[config.mk]
export PLATFORM = sky130hd
export DESIGN_NAME = axis_video_rx
export DESIGN_NICKNAME = d
export VERILOG_FILES = /design/src/rtl/axis_video_rx.sv
export SDC_FILE = /design/constraint.sdc
export NUM_CORES = 1
export LEC_CHECK = 0
export BUFFER_PORTS_ARGS = -buffer_cell sky130_fd_sc_hd__buf_2
export CAP_MARGIN = 10
export CORE_UTILIZATION = 58
export CTS_CLUSTER_SIZE = 10
export DETAILED_ROUTE_END_ITERATION = 7
export GPL_ROUTABILITY_DRIVEN = 0
export HOLD_SLACK_MARGIN = 0.1
export PLACE_DENSITY = 0.8
export REMOVE_ABC_BUFFERS = 1
export SETUP_SLACK_MARGIN = 0.1
export SYNTH_ARGS = -nofsm -noshare
export SYNTH_HDL_FRONTEND = slang
export SYNTH_SLANG_ARGS = --single-unit
[constraint.sdc]
create_clock -name clk -period 2.9 [get_ports clk]
set_clock_uncertainty 0.2 [all_clocks]
set_input_delay 0.58 -clock clk [delete_from_list [all_inputs] [get_ports clk]]
set_output_delay 0.58 -clock clk [all_outputs]
set_load 0.01 [all_outputs]
[src/rtl/axis_video_rx.sv]
// AXI4-Stream UYVY video sink: checks frame geometry and packs 4 luma samples per 32-bit word.
// Optional VRX_ERR_COUNT_EN adds a saturating err_cnt output counting err_sof/err_eol pulses.
module axis_video_rx #(
  parameter int WDT = 640,
  parameter int HGT = 480
) (
  input  logic        clk,
  input  logic        rst_n,
  input  logic        en,
  input  logic        s_tuser,
  input  logic        s_tvalid,
  output logic        s_tready,
  input  logic [15:0] s_tdata,
  input  logic        s_tlast,
  output logic        m_tvalid,
  input  logic        m_tready,
  output logic [31:0] m_tdata,
  output logic        m_tuser,
  output logic        m_tlast,
  output logic        frame_done,
  output logic        err_sof,
`ifdef VRX_ERR_COUNT_EN
  output logic        err_eol,
  output logic [15:0] err_cnt
`else
  output logic        err_eol
`endif
);

  // Both streams use valid/ready: a transfer happens on a rising clk edge where valid & ready are
  // high; a source holds its payload stable while valid is high and ready is low.

  localparam logic [0:0] WAIT_SOF = 1'b0;
  localparam logic [0:0] ACTIVE   = 1'b1;

  localparam logic [15:0] COL_LAST = 16'(WDT - 1);
  localparam logic [15:0] ROW_LAST = 16'(HGT - 1);

  logic [0:0]  state;
  logic [15:0] col;
  logic [15:0] row;
  logic [23:0] pack;
  logic [1:0]  lane;
  logic [7:0]  y;
  logic        active;
  logic        slot_free;
  logic        beat;
  logic        at_eol;
  logic        sof_hit;
  logic        eol_bad;
  logic        good;
  logic        frame_end;
  logic        unused_chroma;

  assign unused_chroma = ^s_tdata[7:0];

  // WDT is a multiple of 4, so the pack lane is simply the low bits of the column.
  assign lane      = col[1:0];
  assign y         = s_tdata[15:8];
  assign active    = (state == ACTIVE);
  assign slot_free = ~m_tvalid | m_tready;
  assign s_tready  = rst_n & en & (active ? ((lane != 2'd3) | slot_free) : slot_free);
  assign beat      = s_tvalid & s_tready;
  assign at_eol    = (col == COL_LAST);
  assign sof_hit   = beat & s_tuser;
  assign eol_bad   = beat & active & ~s_tuser & (at_eol != s_tlast);
  assign good      = beat & active & ~s_tuser & (at_eol == s_tlast);
  assign frame_end = good & at_eol & (row == ROW_LAST);

  always_ff @(posedge clk or negedge rst_n) begin
    if (!rst_n) begin
      state      <= WAIT_SOF;
      col        <= 16'd0;
      row        <= 16'd0;
      pack       <= 24'd0;
      m_tvalid   <= 1'b0;
      m_tdata    <= 32'd0;
      m_tuser    <= 1'b0;
      m_tlast    <= 1'b0;
      frame_done <= 1'b0;
      err_sof    <= 1'b0;
      err_eol    <= 1'b0;
    end else begin
      frame_done <= frame_end;
      err_sof    <= sof_hit & active;
      err_eol    <= eol_bad;

      if (m_tvalid && m_tready) begin
        m_tvalid <= 1'b0;
      end
      if (good && (lane == 2'd3)) begin
        m_tvalid <= 1'b1;
        m_tdata  <= {y, pack};
        m_tuser  <= (row == 16'd0) && (col == 16'd3);
        m_tlast  <= at_eol;
      end

      // A tuser beat always restarts the frame, even mid-frame; the pending pack is overwritten.
      if (!en) begin
        state <= WAIT_SOF;
        col   <= 16'd0;
        row   <= 16'd0;
      end else if (sof_hit) begin
        state <= ACTIVE;
        col   <= 16'd1;
        row   <= 16'd0;
        pack  <= {16'd0, y};
      end else if (eol_bad) begin
        state <= WAIT_SOF;
        col   <= 16'd0;
        row   <= 16'd0;
      end else if (good) begin
        case (lane)
          2'd0:    pack[7:0]   <= y;
          2'd1:    pack[15:8]  <= y;
          2'd2:    pack[23:16] <= y;
          default: pack        <= pack;
        endcase
        if (at_eol) begin
          col <= 16'd0;
          if (row == ROW_LAST) begin
            row   <= 16'd0;
            state <= WAIT_SOF;
          end else begin
            row <= row + 16'd1;
          end
        end else begin
          col <= col + 16'd1;
        end
      end
    end
  end

`ifdef VRX_ERR_COUNT_EN
  always_ff @(posedge clk or negedge rst_n) begin
    if (!rst_n) begin
      err_cnt <= 16'd0;
    end else if (((sof_hit & active) | eol_bad) && (err_cnt != 16'hFFFF)) begin
      err_cnt <= err_cnt + 16'd1;
    end
  end
`endif

endmodule

==> results.yml, run 1 <==
outcome:
  status: "finished clean"
clocking:
  clock_sinks: 95
  h-tree-depth: 3
  cts_tree: "done"
  clockBufferDepth: 2
  clk_pin_slew_worst_paths_ns: 0.10
  cts_root_buf: "clkbuf_8"
  clock_latency_ns: 0.37
  numCtsBuffers: 9
sta:
  totalNegativeSetupSlack_ns: 0
  whs_ns: 0.2520
  slew_viol_final: 0
  setup_ws_ns: 0.1971
  worstMarginPinSlew_ns: 0.8099
  clock.fmax_mhz: 370.0
  grt_setup_unrepaired: "false"
  finalCritPeriodShare: 0.9320
  slew_headroom: 0.4600
  hold_viol: 0
  fin_crit_ns: 2.703
  finalSetupViolCount: 0
setup_path:
  cp-end-kind: "flip-flop"
  cp_max_fo: 16
  r2r_setup_slack_ns: 0.25
  cp-startpoint: "rst_n"
  rr_endpoint: "row[15]"
  crit_path_top_delay_cell: "dlygate4sd3_1"
  critPathKind: "input port to flip-flop"
  cp-start-kind: "input port"
  crit_chain: "dlygate4sd3_1 > buf_4 > nand3_4 > a211oi_4 > buf_4 > a22o_1 > nand3_4 > mux2_4"
  r2r_start: "col[0]"
  crit_path_end: "pack[7]"
  crit_family: "buffers and inverters"
  cp_slowest_stage_delay_ns: 0.56
  r2r_cells: 7
  required_ns: 2.95
  cp_num_buf_inv: 3
  cp.depth: 8
  cp_data_arrival_time_ns: 2.75
placed_design:
  port_buffers: 53
  dp_hpwl_um: 7284
  pre_cts_ws_ns: 0.2791
  place_area_um2: 5229
  post-place-cells: 552
synthesis:
  yosys_warnings: 0
  synth-edff-count: 0
  syn_area_um2: 4846
  synth.top_cell.area_share: 0.4906
  synth_area_leaders: "dfrtp_1 49%, mux2_4 7.4%, mux2_1 6.5%"
  syn-instance-count: 399
  avgSynthCellArea_um2: 12.15
  yosysUniqueCellTypes: 62
  synthFlopType: "dfrtp_1"
  async_reset_ff_frac: 1.000
  synth_top_area_cell: "dfrtp_1"
  ys_seq_elements: 95
  ys_seq_area_frac: 0.4906
layout:
  utilization: 0.6977
  nets: 494
  finalInstanceArea_um2: 5503
  instances_no_fill: 572
  layout-drive-gt1-share: 0.2872
  syn2layout_area_growth_pct: 13.56
  diodes: 0
die:
  fp.coreArea_um2: 7888
  num_io_pins: 62
  die_x_um: 93.41
  num_rows: 32
  start_util: 0.6144
  die_area_um2: 8724
  die_h_um: 93.41
global_routing:
  grt_antenna_before_repair: 0
  use_met1: 0.3262
  met3_usage: 0.04146
  overflow: 0
  grt.busiest_layer: "met2"
  grt_usage: 0.2479
  globalRouteMet2Util: 0.4142
  grt_pass1_wl_um: 16610
  grt_start_max_net_pins: 68
  grt_pass1_vias: 3389
routing:
  drtIter0Drc: 153
  drc: 0
  drt-total-wl_um: 10250
  wl_per_cell_um: 17.91
  drtPass1Iterations: 5
  via_count: 3434
  ant_nets: 0
  via_per_inst: 6.003
power:
  total_power_mw: 2.666
  ir_drop_mv: 0.2159
  p_per_area_nw_per_um2: 484.5
  leakagePower_nw: 2.678
worst_hold_path:
  hp-class: "input port to flip-flop"
job:
  maxCapViolCount: 0
[report_power, final]
group	switching [mW]	internal [mW]	total, mW
sequential	0.0630	1.42	1.48
combinational	0.150	0.170	0.319
clock	0.507	0.358	0.865
[kinds of logic (layout without fill, tap and decap cells)]
kind of cell,after synthesis,count (layout),share of synthesized area
simple gates,116,116,0.1516
flops,95,95,0.4906
xor+xnor,9,9,0.02014
fa+ha+maj,6,6,0.01549
buf+inv,34,105,0.03924
compound gates,79,79,0.1229
mux,60,60,0.1601
[cells in the final DEF (no fill, tap or decap), drive strengths merged, types with 2 or more instances in the layout]
cell and instances:
o32ai 4, nand4 6, nor4 6, inv 24, clkbuf 10, a211oi 5
nand3 18, dfrtp 95, o22ai 4, ha 6, nor2b 3, a31oi 6
mux2i 2, nor3 2, a21oi 19, nand2 19, and4 6, buf 68
o211ai 2, or4 2, nor2 16, o21ai 16, a2111oi 3, xnor2 8
a22o 5, o2111ai 5, nand2b 5, mux2 58, clkinv 2, o31ai 3
and3 10, or3 7, and2 12
[Yosys cell counts, drive strengths merged (7+ instances only)]
master	instances
dfrtp	95
mux2	58
a21oi	19
inv	19
nand2	19
nand3	18
nor2	16
o21ai	16
and2	12
and3	10
buf	10
xnor2	8
or3	7
[layer usage]
layer	vias up	share of wire
met5	-	0
met4	0	0.016
met3	16	0.041
met2	88	0.51
met1	1724	0.43
li1	1606	-
[state kept, by name (all words and copies together), names as in the netlist, 16 cells and up]
signal	flops
col	16
row	16
m_tdata	32
pack	24
[how the worst min path moves through the flow]
stage	end	slack, ns	start	cells past startpoint
finish	m_tdata[30]	0.25	s_tdata[14]	2
global placement	active	0.25	rst_n	1
CTS	m_tdata[30]	0.24	s_tdata[14]	2
detailed placement	active	0.25	rst_n	1
floorplan	active	0.08	rst_n	0
global route	m_tdata[30]	0.24	s_tdata[14]	2
[what timing repair did]
action | CTS | global route
gates resized for setup | 0 | 6
hold buffers | 1 | 0
endpoints found under the setup margin | 0 | 71
buffers inserted | 0 | 3
hold endpoints to repair | 9 | 0
[area by class of cell]
class                           count  area, um^2
Timing Repair Buffer               69       402.9
Inverter                           20       75.07
Fill cell                         548        2385
Clock buffer                       10       137.6
Sequential cell                    95        2377
Clock inverter                      6       57.56
Multi-Input combinational cell    270        2325
Tap cell                          102       127.6
No activity file was read; power rests on OpenSTA's default activity.
==> run 2: changes to the inputs <==
--- a/config.mk
+++ b/config.mk
@@ -5,6 +5,7 @@
 export SDC_FILE = /design/constraint.sdc
 export NUM_CORES = 1
 export LEC_CHECK = 0
+export ABC_AREA = 1
 export BUFFER_PORTS_ARGS = -buffer_cell sky130_fd_sc_hd__buf_2
 export CAP_MARGIN = 10
 export CORE_UTILIZATION = 58
==> results.yml, run 2 <==
synthesis:
  async_reset_ff_frac: 1.000
  synth_area_leaders: "dfrtp_1 49%, nand2_1 18%, nor2_1 4.4%"
  yosysMostFrequentCell: "nand2_1"
  syn-instance-count: 616
  ys_seq_area_frac: 0.4853
  synth-edff-count: 0
  ys_seq_elements: 95
  synth_top_area_cell: "dfrtp_1"
  synthFlopType: "dfrtp_1"
  yosysUniqueCellTypes: 39
  synth_common_cells: "239 x nand2_1, 95 x dfrtp_1, 58 x nor2_1"
  yosys_warnings: 0
  syn_area_um2: 4898
  avgSynthCellArea_um2: 7.952
  synth.top_cell.area_share: 0.4853
worst_hold_path:
  hp-class: "input port to flip-flop"
sta:
  hold_viol: 0
  finalSetupViolCount: 0
  whs_ns: 0.2006
  slew_headroom: 0.4601
  fin_crit_ns: 2.527
  clock.fmax_mhz: 395.7
  slew_viol_final: 0
  finalCritPeriodShare: 0.8714
  grt_setup_unrepaired: "false"
  worstMarginPinSlew_ns: 0.8099
  totalNegativeSetupSlack_ns: 0
clocking:
  clk_pin_slew_worst_paths_ns: 0.09
  numCtsBuffers: 9
  clock_latency_ns: 0.37
  cts_root_buf: "clkbuf_8"
  cts_tree: "done"
  h-tree-depth: 3
  clock_sinks: 95
  clockBufferDepth: 2
routing:
  drtPass1Iterations: 4
  wl_met1_um: 4727
  via_per_inst: 5.377
  drc: 0
  drtIter0Drc: 220
  highest_layer: "met4"
  wl_per_cell_um: 13.47
  ant_nets: 0
  via_count: 4183
  met2_length_um: 4986
  drt-total-wl_um: 10480
  wl_met3_um: 526
global_routing:
  grt_start_max_net_pins: 67
  grt_usage: 0.2608
  grt_pass1_vias: 3853
  overflow: 0
  grt_antenna_before_repair: 0
  grt_pass1_wl_um: 17690
die:
  die_x_um: 93.90
  start_util: 0.5992
  fp.coreArea_um2: 8175
  num_io_pins: 62
  num_rows: 33
  die_area_um2: 8817
  die_h_um: 93.90
layout:
  finalInstanceArea_um2: 5487
  layout_commonest_cell: "nand2_1"
  layout-drive-gt1-share: 0.1857
  syn2layout_area_growth_pct: 12.01
  reg_top3: "m_tdata x32, pack x24"
  largest_reg_flops: 32
  diodes: 0
  nets: 697
  top_register: "m_tdata"
  final_cell_mix: "239 x nand2_1, 95 x dfrtp_1, 58 x nor2_1"
power:
  ir_drop_mv: 0.2814
  p_sw_uw: 784.6
  p_per_area_nw_per_um2: 556.3
  switching_share: 0.2571
  leakagePower_nw: 2.872
  pwr-share-clk: 0.374
  comb_power_share: 0.116
  power_frac_seq: 0.510
  p_int_mw: 2.268
setup_path:
  cp-end-kind: "flip-flop"
  cp-start-kind: "input port"
  required_ns: 2.92
  cp_max_fo: 36
  critPathKind: "input port to flip-flop"
  cp_data_arrival_time_ns: 2.54
placed_design:
  port_buffers: 53
  dp_hpwl_um: 7308
  place_area_um2: 5204
job:
  maxCapViolCount: 0
outcome:
  status: "finished clean"
[run 2: changes by cell type in the layout (fill, tap and decap cells not counted), moves of 14 or more]
cell     change
nand4_1     +14
mux2_4      -24
a21oi_1     -16
nor2_1      +42
nand3_1     +22
mux2_1      -28
inv_1       +14
nand2_1    +222
[run 2: routing by layer]
| metal | GRT usage | vias up |
|---|---|---|
| met1 | 0.3371 | 1980 |
| met2 | 0.4386 | 117 |
| li1 | - | 2066 |
| met3 | 0.03560 | 20 |
| met5 | 0 | - |
| met4 | 0.1115 | 0 |
[run 2: stage by stage]
step / cells / total power, mW / util / worst slack [ns]
2_1_floorplan: 595 / 1.794 / - / 0.1960
3_3_place_gp: 761 / 1.908 / 0.6365 / 0.4932
3_5_place_dp: 761 / 1.933 / 0.6365 / 0.3563
4_1_cts: 778 / 3.070 / 0.6705 / 0.2549
5_1_grt: 778 / 3.182 / 0.6711 / 0.1964
6_report: 778 / 3.052 / 0.6711 / 0.3730
[run 2: critical path: stages]
cell and delay, ns:
dlygate4sd3_1 0.53, buf_4 0.15, nand2_1 0.08, clkinv_1 0.11
nand4_1 0.21, inv_2 0.10, nand2_4 0.12, nor2_4 0.04
inv_2 0.42, o21ai_0 0.18
[run 2: logic make-up after synthesis]
family | synth area share
DFF | 0.4853
AOI/OAI and AO/OA | 0.05543
adders and majority gates | 0.01533
and+or+nand+nor | 0.3617
buffers and inverters | 0.06437
xor gates and xnor gates | 0.01788
[run 2: power groups by stage]
stage | combinational (mW) | clock, mW | sequential (mW)
finish | 0.353 | 1.14 | 1.56
global placement | 0.335 | 0 | 1.57
detailed placement | 0.352 | 0 | 1.58
CTS | 0.357 | 1.16 | 1.56
floorplan | 0.227 | 0 | 1.57
global route | 0.404 | 1.21 | 1.57
[run 2: final timing paths]
kind | start | end | slack (ns) | depth (start not counted)
worst max-delay path | rst_n | m_tvalid | 0.37 | 10
min in group asynchronous | rst_n | m_tdata[17] | 0.60 | 3
max in group asynchronous | rst_n | col[10] | 0.74 | 4
worst min register to register | m_tdata[20] | m_tdata[20] | 0.27 | 2
worst max register to register | col[0] | row[4] | 0.54 | 10
worst min-delay path | m_tready | m_tvalid | 0.20 | 2
[run 2: what timing repair did]
action | in CTS | in global routing
setup endpoints to repair | 0 | 1
gates resized for setup | 0 | 1
endpoints found under the hold margin | 29 | 0
buffers inserted | 0 | 0
hold buffers | 1 | 0
[run 2: final cells by class]
cell class | instances | area [um^2]
Clock inverter | 6 | 140.1
Clock buffer | 10 | 127.6
Sequential cell | 95 | 2377
Fill cell | 686 | 2689
Inverter | 43 | 161.4
Multi-Input combinational cell | 457 | 2211
Timing Repair Buffer | 62 | 337.8
Tap cell | 105 | 131.4
